File: src/rtl/execute_writeback.sv
// Execute/writeback stage: ALU, branch redirect and dmem req/gnt/rvalid FSM; ALU results write back 1 cycle later, memory ops stall decode via load_control.
// Optional MISALIGN_TRAP_EN: misaligned LH/LHU/SH/LW/SW raise mem_err instead of touching memory.
module execute_writeback #(
    parameter int XLEN        = 32,
    parameter int MEM_TIMEOUT = 255
) (
    input  logic            clk,
    input  logic            rst,
    input  logic            valid,
    input  logic [31:0]     instruction,
    input  logic [XLEN-1:0] pc_address,
    input  logic [3:0]      alu_control,
    input  logic [XLEN-1:0] opa_mux_out,
    input  logic [XLEN-1:0] opb_mux_out,
    input  logic [XLEN-1:0] opb_data,
    input  logic            load,
    input  logic            store,
    input  logic            jalr,
    input  logic            next_sel,
    input  logic            branch_result,
    input  logic            reg_write_en,
    input  logic [1:0]      mem_to_reg,
    output logic            dmem_req,
    output logic            dmem_we,
    output logic [XLEN-1:0] dmem_addr,
    output logic [XLEN-1:0] dmem_wdata,
    output logic [3:0]      dmem_wmask,
    input  logic            dmem_gnt,
    input  logic            dmem_rvalid,
    input  logic [XLEN-1:0] dmem_rdata,
    output logic            pc_redirect,
    output logic [XLEN-1:0] pc_target,
    output logic            load_control,
    output logic            reg_write_en_out,
    output logic [XLEN-1:0] rd_wb_data,
    output logic [31:0]     instruction_rd,
    output logic            mem_err
);
    typedef enum logic [1:0] {IDLE, REQ, RESP, WB} state_t;
    localparam logic [7:0] TMO_LIMIT = 8'(MEM_TIMEOUT);

    state_t          state, state_nxt;
    logic [7:0]      tmo_cnt;
    logic [XLEN-1:0] alu_res;
    logic [4:0]      shamt;
    logic [2:0]      fun3;
    logic [4:0]      rd;
    logic            idle, mem_op, misalign, issue, timeout;
    logic [XLEN-1:0] st_wdata, wb_mux, ld_data;
    logic [3:0]      st_wmask;
    logic [7:0]      ld_byte;
    logic [15:0]     ld_half;

    // Fields captured when the request is issued; decode may move on after the grant.
    logic [XLEN-1:0] addr_q, wdata_q;
    logic [3:0]      wmask_q;
    logic            we_q, is_load_q, rwe_q;
    logic [2:0]      fun3_q;
    logic [1:0]      a_q;
    logic [31:0]     instr_q;

    assign shamt = opb_mux_out[4:0];
    assign fun3  = instruction[14:12];
    assign rd    = instruction[11:7];

    always_comb begin
        alu_res = '0;
        case (alu_control)
            4'd0:    alu_res = opa_mux_out + opb_mux_out;
            4'd1:    alu_res = opa_mux_out - opb_mux_out;
            4'd2:    alu_res = opa_mux_out << shamt;
            4'd3:    alu_res = {{(XLEN-1){1'b0}}, $signed(opa_mux_out) < $signed(opb_mux_out)};
            4'd4:    alu_res = {{(XLEN-1){1'b0}}, opa_mux_out < opb_mux_out};
            4'd5:    alu_res = opa_mux_out ^ opb_mux_out;
            4'd6:    alu_res = opa_mux_out >> shamt;
            4'd7:    alu_res = $unsigned($signed(opa_mux_out) >>> shamt);
            4'd8:    alu_res = opa_mux_out | opb_mux_out;
            4'd9:    alu_res = opa_mux_out & opb_mux_out;
            4'd10:   alu_res = opb_mux_out;
            default: alu_res = '0;
        endcase
    end

    always_comb begin
        st_wdata = opb_data;
        st_wmask = 4'b1111;
        case (fun3)
            3'b000: begin
                st_wdata = {4{opb_data[7:0]}};
                st_wmask = 4'b0001 << alu_res[1:0];
            end
            3'b001: begin
                st_wdata = {2{opb_data[15:0]}};
                st_wmask = alu_res[1] ? 4'b1100 : 4'b0011;
            end
            default: ;
        endcase
    end

`ifdef MISALIGN_TRAP_EN
    assign misalign = ((fun3[1:0] == 2'b01) & alu_res[0]) |
                      ((fun3[1:0] == 2'b10) & (|alu_res[1:0]));
`else
    assign misalign = 1'b0;
`endif

    assign idle   = (state == IDLE);
    assign mem_op = idle & valid & (load | store);
    assign issue  = mem_op & ~misalign;

    always_comb begin
        state_nxt    = state;
        timeout      = 1'b0;
        dmem_req     = 1'b0;
        load_control = 1'b0;
        case (state)
            IDLE: begin
                dmem_req     = issue;
                load_control = issue & ~dmem_gnt;
                if (issue)
                    state_nxt = dmem_gnt ? (load ? RESP : WB) : REQ;
            end
            REQ: begin
                dmem_req     = 1'b1;
                load_control = 1'b1;
                if (dmem_gnt) begin
                    state_nxt = is_load_q ? RESP : WB;
                end else if (tmo_cnt == TMO_LIMIT) begin
                    timeout   = 1'b1;
                    state_nxt = IDLE;
                end
            end
            RESP: begin
                load_control = 1'b1;
                if (dmem_rvalid) begin
                    state_nxt = WB;
                end else if (tmo_cnt == TMO_LIMIT) begin
                    timeout   = 1'b1;
                    state_nxt = IDLE;
                end
            end
            WB: begin
                load_control = 1'b1;
                state_nxt    = IDLE;
            end
            default: state_nxt = IDLE;
        endcase
    end

    assign mem_err     = timeout | (mem_op & misalign);
    assign dmem_we     = dmem_req & (idle ? ~load : we_q);
    assign dmem_addr   = ~dmem_req ? '0 : idle ? {alu_res[XLEN-1:2], 2'b00} : addr_q;
    assign dmem_wdata  = ~dmem_req ? '0 : idle ? st_wdata : wdata_q;
    assign dmem_wmask  = ~dmem_req ? '0 : idle ? st_wmask : wmask_q;
    assign pc_redirect = valid & idle & (next_sel | branch_result | jalr);
    assign pc_target   = jalr ? (alu_res & ~{{(XLEN-1){1'b0}}, 1'b1}) : alu_res;

    assign wb_mux = (mem_to_reg == 2'b10) ? pc_address + XLEN'(4) : alu_res;

    always_comb begin
        ld_byte = dmem_rdata[{a_q, 3'b000} +: 8];
        ld_half = a_q[1] ? dmem_rdata[31:16] : dmem_rdata[15:0];
        case (fun3_q)
            3'b000:  ld_data = {{(XLEN-8){ld_byte[7]}}, ld_byte};
            3'b001:  ld_data = {{(XLEN-16){ld_half[15]}}, ld_half};
            3'b100:  ld_data = {{(XLEN-8){1'b0}}, ld_byte};
            3'b101:  ld_data = {{(XLEN-16){1'b0}}, ld_half};
            default: ld_data = dmem_rdata;
        endcase
    end

    always_ff @(posedge clk or negedge rst) begin
        if (!rst) begin
            state     <= IDLE;
            tmo_cnt   <= '0;
            addr_q    <= '0;
            wdata_q   <= '0;
            wmask_q   <= '0;
            we_q      <= 1'b0;
            is_load_q <= 1'b0;
            rwe_q     <= 1'b0;
            fun3_q    <= '0;
            a_q       <= '0;
            instr_q   <= '0;
        end else begin
            state <= state_nxt;
            if (state_nxt != state)
                tmo_cnt <= '0;
            else if (state == REQ || state == RESP)
                tmo_cnt <= tmo_cnt + 8'd1;
            else
                tmo_cnt <= '0;
            if (issue) begin
                addr_q    <= {alu_res[XLEN-1:2], 2'b00};
                wdata_q   <= st_wdata;
                wmask_q   <= st_wmask;
                we_q      <= ~load;
                is_load_q <= load;
                rwe_q     <= reg_write_en & (rd != 5'd0);
                fun3_q    <= fun3;
                a_q       <= alu_res[1:0];
                instr_q   <= instruction;
            end
        end
    end

    always_ff @(posedge clk or negedge rst) begin
        if (!rst) begin
            reg_write_en_out <= 1'b0;
            rd_wb_data       <= '0;
            instruction_rd   <= '0;
        end else begin
            reg_write_en_out <= 1'b0;
            if (idle && valid && !(load || store)) begin
                reg_write_en_out <= reg_write_en & (rd != 5'd0);
                rd_wb_data       <= wb_mux;
                instruction_rd   <= instruction;
            end else if (state == RESP && dmem_rvalid) begin
                reg_write_en_out <= rwe_q;
                rd_wb_data       <= ld_data;
                instruction_rd   <= instr_q;
            end
        end
    end
endmodule

File: config.mk
export PLATFORM = sky130hd
export DESIGN_NAME = execute_writeback
export DESIGN_NICKNAME = d
export VERILOG_FILES = /design/src/rtl/execute_writeback.sv
export SDC_FILE = /design/constraint.sdc
export NUM_CORES = 1
export LEC_CHECK = 0
export CELL_PAD_IN_SITES_DETAIL_PLACEMENT = 0
export CELL_PAD_IN_SITES_GLOBAL_PLACEMENT = 1
export CORE_ASPECT_RATIO = 0.7
export CORE_MARGIN = 1.5
export CORE_UTILIZATION = 42
export DETAILED_ROUTE_END_ITERATION = 6
export PLACE_DENSITY = 0.84
export SYNTH_ARGS = -nofsm -noshare
export SYNTH_HDL_FRONTEND = slang
export SYNTH_SLANG_ARGS = --single-unit
File: constraint.sdc
create_clock -name clk -period 8.6 [get_ports clk]
set_input_delay 1.29 -clock clk [delete_from_list [all_inputs] [get_ports clk]]
set_output_delay 1.29 -clock clk [all_outputs]
set_load 0.03 [all_outputs]
==> metrics, run 1 <==
post-synth top area share=0.224; synth top area cells=dfrtp_1 (22%), nand2_1 (7.5%), mux4_2 (7.1%), ha_1 (6.5%), nor2_1 (5.8%); Max Used Layer=met5; gpl congestion=between 1 and 1.5; Post-CTS Setup Inserts=0; Slew @ Worst Pin=1.11 ns; Total GRT Usage=0.392; number of setup violations in the final report=0; Synth top cells by count=nand2_1 (396), nor2_1 (305), a21oi_1 (214); DIE HEIGHT=roughly 180 um; status=complete, no violations; Area growth syn-to-layout=23.2%; Nets=3,188; Tcrit/Tclk final=0.918; via count=about 23,000; Met1 Routed Length=43,400 um; clk buf depth=2; die area=slightly below 50,000 sq um; Initial Utilization=0.426; #FFs+latches synth=178; port bufs=between 300 and 400; share of layout cells above drive strength 1=0.0835; Max VDD drop=205 uV; Crit Path Max Fanout=14; total clock buffers created by CTS=17; Worst EP arrival=6.60 ns; Design Power=roughly 6.1 mW; dpl cell area=23,900 sq um; # clock sinks=about 180; count leader, synth=nand2_1; largest net degree at the start of global routing=81; CTS tree=built; GRT Residual Overflow=0; initial antenna violation count=2; ys async rst share=1.00; Met3 Wirelength=~13,000 um; Leak Pwr=10.2 nW; Reg clk slew, reported paths=about 0.070 ns; EDFF count, synth=0; met2 WL=40,000 um; Resized Gates After CTS=0; sequential share of the synthesized area=0.224; depth of the CTS H-tree=4; Clock Skews=~0.013 ns; # IOs=about 380; routed vias/inst=6.55; cell taking the most area after synthesis=dfrtp_1; final instance count without filler cells=3,499; cell area after layout=~24,000 sq um; maxcap violations=0; critical path class=input port to output port; syn_area_per_cell=7.49 sq um; Cell variety after synth=100; drt drc=0; WL per Instance=28.2 um; setup_tns=0 ns; unrepaired setup endpoints after global routing=false; Detail Placement HPWL=76,500 um; nature of the critical path startpoint=input port; root buf cell=clkbuf_16; final core occ=0.525; area of the mapped netlist=19,800 sq um; worst path cell trace=clkdlybuf4s50_1, nor3_1, and2_0, buf_4, nand2_1, o21ai_0, nor4_1, a21boi_2, and3_1, nor3_1, clkdlybuf4s50_1; CP required=7.31 ns; Clock Latency Late Sink=0.45 ns; fin crit period=7.89 ns; Placed Instances=3,467; width of the die=263 um; Hold Path Class=flop to flop; Post-Syn Instances=around 2,600; Worst path slowest cell=clkdlybuf4s50_1; Final Max Tran Viols=0; Routed WL=between 90,000 and 100,000 um; drt pass-1 iters=7; FMAX=about 130 MHz; core footprint=~47,000 sq um; row count=66; Rel. slew slack=0.257; WHS=about 0.48 ns; post-place setup slack=1.04 ns; Yosys warnings=0; Final Hold Vio Count=0; Final ANT Viol Nets=0; Hold-fix buffers, CTS=0; vias in the first global route=roughly 21,000; slowest stage delay, CP=0.83 ns; Worst setup EP type=output port; Most used DFF post-synth=dfrtp_1; initial detailed-routing violation count=3,684; pwr dens=around 250 nW/um^2; setup slack after layout=0.705 ns; global-route wire length before repair=143,000 um
state kept, by name (all words and copies together), names as in the netlist, 2 cells and up:
name / flops
instruction_rd: 32
rd_wb_data: 32
wdata_q: 32
addr_q: 30
instr_q: 30
tmo_cnt: 8
wmask_q: 4
a_q: 2
fun3_q: 2
state: 2
power by group:
group          internal (mW)  switching [mW]  leakage [nW]
Sequential              1.22           0.243          2.19
Combinational           1.37            2.43          7.69
Clock                  0.392           0.403         0.289
Total                   2.99            3.08          10.2
cells by family after synthesis:
logic type / synth area share
xor+xnor: 0.0168
mux: 0.126
flops: 0.224
compound gates: 0.271
simple gates: 0.211
fa+ha+maj: 0.0670
buf+inv: 0.0833
other cells: 0.000189
final timing paths:
check                      cells after the start            end           start  slack, ns
setup / recovery                              11  dmem_wmask[1]  alu_control[0]       0.71
hold / removal                                 2    instr_q[25]     instr_q[25]       0.48
setup reg to reg                              10     tmo_cnt[6]        state[0]       5.01
hold reg to reg                                2    instr_q[25]     instr_q[25]       0.48
max in group asynchronous                      2    wdata_q[31]             rst       6.38
min in group asynchronous                      1    instr_q[22]             rst       0.80
worst max-delay path, delay by kind of cell:
family / cells / cell delay, ns
buf+inv: 3 / 1.92
simple gates: 6 / 2.27
compound gates: 2 / 1.09
placed cells by master (no fill, tap or decap), drive strengths merged, types with 16 or more instances in the layout:
| cell type | count |
|---|---|
| nand2b | 16 |
| a211oi | 57 |
| mux2i | 82 |
| mux4 | 63 |
| o21bai | 17 |
| nor2 | 305 |
| dfrtp | 178 |
| inv | 149 |
| nand2 | 396 |
| a221oi | 18 |
| o221ai | 27 |
| clkbuf | 18 |
| and3 | 25 |
| nor2b | 19 |
| a31oi | 46 |
| o211ai | 41 |
| ha | 103 |
| mux2 | 22 |
| nor3 | 54 |
| o22ai | 27 |
| a21o | 25 |
| a21oi | 215 |
| xnor2 | 26 |
| clkdlybuf4s50 | 370 |
| a221o | 18 |
| buf | 72 |
| o21ai | 207 |
| nand3 | 50 |
cell type report:
cell class	count	area, sq um
inverters	144	541
clock inverters	14	165
flip-flops and latches	178	4450
diodes	1	2.50
clock buffers	17	425
fillers	4517	22100
repair buffers	443	4270
well taps	612	766
multi-input cells	2090	13800
layer usage:
layer	global-route usage	up-vias
met5	0	-
met4	0.0876	2
met3	0.120	169
met2	0.552	1501
met1	0.580	11300
li1	-	9971
Power figures use the tool's default switching activity.
==> run 2: changes to the inputs <==
--- a/config.mk
+++ b/config.mk
@@ -9,9 +9,9 @@
 export CELL_PAD_IN_SITES_GLOBAL_PLACEMENT = 1
 export CORE_ASPECT_RATIO = 0.7
 export CORE_MARGIN = 1.5
-export CORE_UTILIZATION = 42
+export CORE_UTILIZATION = 39
 export DETAILED_ROUTE_END_ITERATION = 6
-export PLACE_DENSITY = 0.84
+export PLACE_DENSITY = 0.78
 export SYNTH_ARGS = -nofsm -noshare
 export SYNTH_HDL_FRONTEND = slang
 export SYNTH_SLANG_ARGS = --single-unit
==> constraint.sdc (replaced) <==
create_clock -name clk -period 8.3 [get_ports clk]
set_input_delay 1.245 -clock clk [delete_from_list [all_inputs] [get_ports clk]]
set_output_delay 1.245 -clock clk [all_outputs]
set_load 0.03 [all_outputs]
==> metrics, run 2 (synthesized netlist as in run 1, its figures left out) <==
status=complete, no violations; Nets=3,192 (+0.13%); most frequent cells in the layout=nand2_1 (396), clkdlybuf4s50_1 (370), nor2_1 (301); reg2reg setup slack=4.63 ns (-0.38 ns); family with the most delay on the worst path=simple AND/OR/NAND/NOR gates; nature of the critical path startpoint=input port; Clock Latency Late Sink=0.46 ns (about the same); Final ANT Viol Nets=0 (unchanged); worst path buffer plus inverter count=3 (unchanged); Post-CTS Setup Inserts=0 (unchanged); setup_tns=0 ns (unchanged); total clock buffers created by CTS=17 (unchanged); most frequent cell on the critical path=clkdlybuf4s50_1; largest net degree at the start of global routing=109 (+35%); post-place setup slack=0.929 ns (-0.110 ns); pwr dens=256 nW/um^2 (+3.3%); dpl cell area=23,900 sq um (+0.30%); Initial Utilization=0.399 (-0.0274); biggest regs=instruction_rd: 32 flops, rd_wb_data: 32 flops, wdata_q: 32 flops; Worst setup EP type=output port; fin crit period=between 7 and 8 ns; Resized Gates After CTS=0 (unchanged); Max VDD drop=200 uV (-2.6%); Detail Placement HPWL=78,900 um (+3.2%); Leak Pwr=10.2 nW (about the same); Crit Path Max Fanout=29 (+15); die area=52,300 sq um (+7.6%); maxcap violations=0 (unchanged); depth of the CTS H-tree=4 (unchanged); Final Max Tran Viols=0 (unchanged); Slew @ Worst Pin=1.24 ns (+0.134 ns); share of layout cells above drive strength 1=0.0854 (+0.00193); worst path cell trace=clkdlybuf4s50_1, buf_4, nor2b_1, and2_0, nand2_1, o21ai_0, nor4_1, a21boi_2, and3_1, nor3_1, clkdlybuf4s50_1; # clock sinks=178 (unchanged); Tcrit/Tclk final=0.896; drt drc=0 (unchanged); setup slack after layout=0.859 ns (+0.154 ns); Worst EP arrival=6.20 ns (-0.40 ns); Filler Cell Count=4,906 (+8.6%); via count=22,700 (-0.92%); DIE HEIGHT=192 um (+3.7%); row count=68 (+3.0%); Routed WL=102,000 um (+3.0%); Rel. slew slack=0.169 (-0.0878); port bufs=376 (unchanged); number of setup violations in the final report=0 (unchanged); gpl congestion=1.06 (-1.6%); # IOs=379 (unchanged); drt pass-1 iters=7 (unchanged); slowest stage delay, CP=0.92 ns (+0.09 ns); GRT Residual Overflow=0 (unchanged); Reg clk slew, reported paths=0.08 ns (about the same); initial antenna violation count=10 (+8); Placed Instances=3,524 (+1.6%); Area growth syn-to-layout=23.6%; width of the die=273 um (+3.7%); CP required=7.05 ns (-0.26 ns); Hold Path Class=flop to flop; Worst path slowest cell=nor2b_1; unrepaired setup endpoints after global routing=false; commonest non-fill, non-tap cell in the layout=nand2_1; clk buf depth=2 (unchanged); vias in the first global route=21,400 (+2.1%); root buf cell=clkbuf_16; cell area after layout=24,500 sq um (+0.34%); FMAX=134 MHz; initial detailed-routing violation count=3,339 (-9.4%); WL per Instance=28.5 um (+1.1%); CTS tree=built; routed vias/inst=6.37 (-2.7%); Final Hold Vio Count=0 (unchanged); global-route wire length before repair=147,000 um (+2.7%); critical path class=input port to output port; final instance count without filler cells=3,564 (+1.9%); Hold-fix buffers, CTS=0 (unchanged); Total GRT Usage=0.380 (-0.0120); Clock Skews=0.0126 ns (-0.000381 ns); core footprint=49,800 sq um (+6.9%)
[run 2: cell type report]
type                       count  area [sq um]  share of cell area
tap                          665           832              0.0339
clock buffer                  18           439              0.0179
multi-input combinational   2090         13800               0.564
inverter                     144           541              0.0220
clock inverter                14           144             0.00586
timing repair buffer         447          4280               0.174
sequential                   178          4450               0.182
antenna                        8          20.0            0.000816
[run 2: where the power goes]
part	leakage [nW]	switching [mW]	internal [mW]
logic	7.69	2.52	1.42
clock network	0.285	0.419	0.408
registers	2.19	0.253	1.27
[run 2: routing by layer]
| layer | routed length (um) | up-vias | global-route usage |
|---|---|---|---|
| li1 | - | 10000 | - |
| met5 | 38 | - | 0 |
| met1 | 45300 | 11200 | 0.555 |
| met3 | 13500 | 141 | 0.153 |
| met2 | 40800 | 1371 | 0.515 |
| met4 | 2020 | 6 | 0.0850 |
[run 2: worst paths after layout]
check / end / startpoint / depth (start not counted)
worst max-delay path: dmem_wmask[1] / opb_mux_out[4] / 11
worst min register to register: wdata_q[6] / wdata_q[6] / 2
max in group asynchronous: wdata_q[25] / rst / 3
worst min-delay path: wdata_q[6] / wdata_q[6] / 2
worst max register to register: rd_wb_data[31] / state[0] / 8
min in group asynchronous: instr_q[25] / rst / 1
[run 2: worst register-to-register path, stage by stage (launching register included)]
cell and delay (ns):
dfrtp_1 0.43, inv_1 0.19, ha_4 0.45, buf_4 0.78, nand3_4 0.37, nor2_1 0.89, a211oi_1 0.23, o21ai_0 0.13
o21ai_1 0.09
[run 2: stage by stage]
| step | hold WS, ns | power (mW) | utilization |
|---|---|---|---|
| after global routing | 0.507 | 6.62 | 0.493 |
| after global placement | 0.457 | 5.35 | 0.481 |
| after CTS | 0.483 | 6.24 | 0.493 |
| final | 0.482 | 6.29 | 0.493 |
| after detailed placement | 0.462 | 5.39 | 0.481 |
| after floorplan | 0.445 | 3.81 | - |
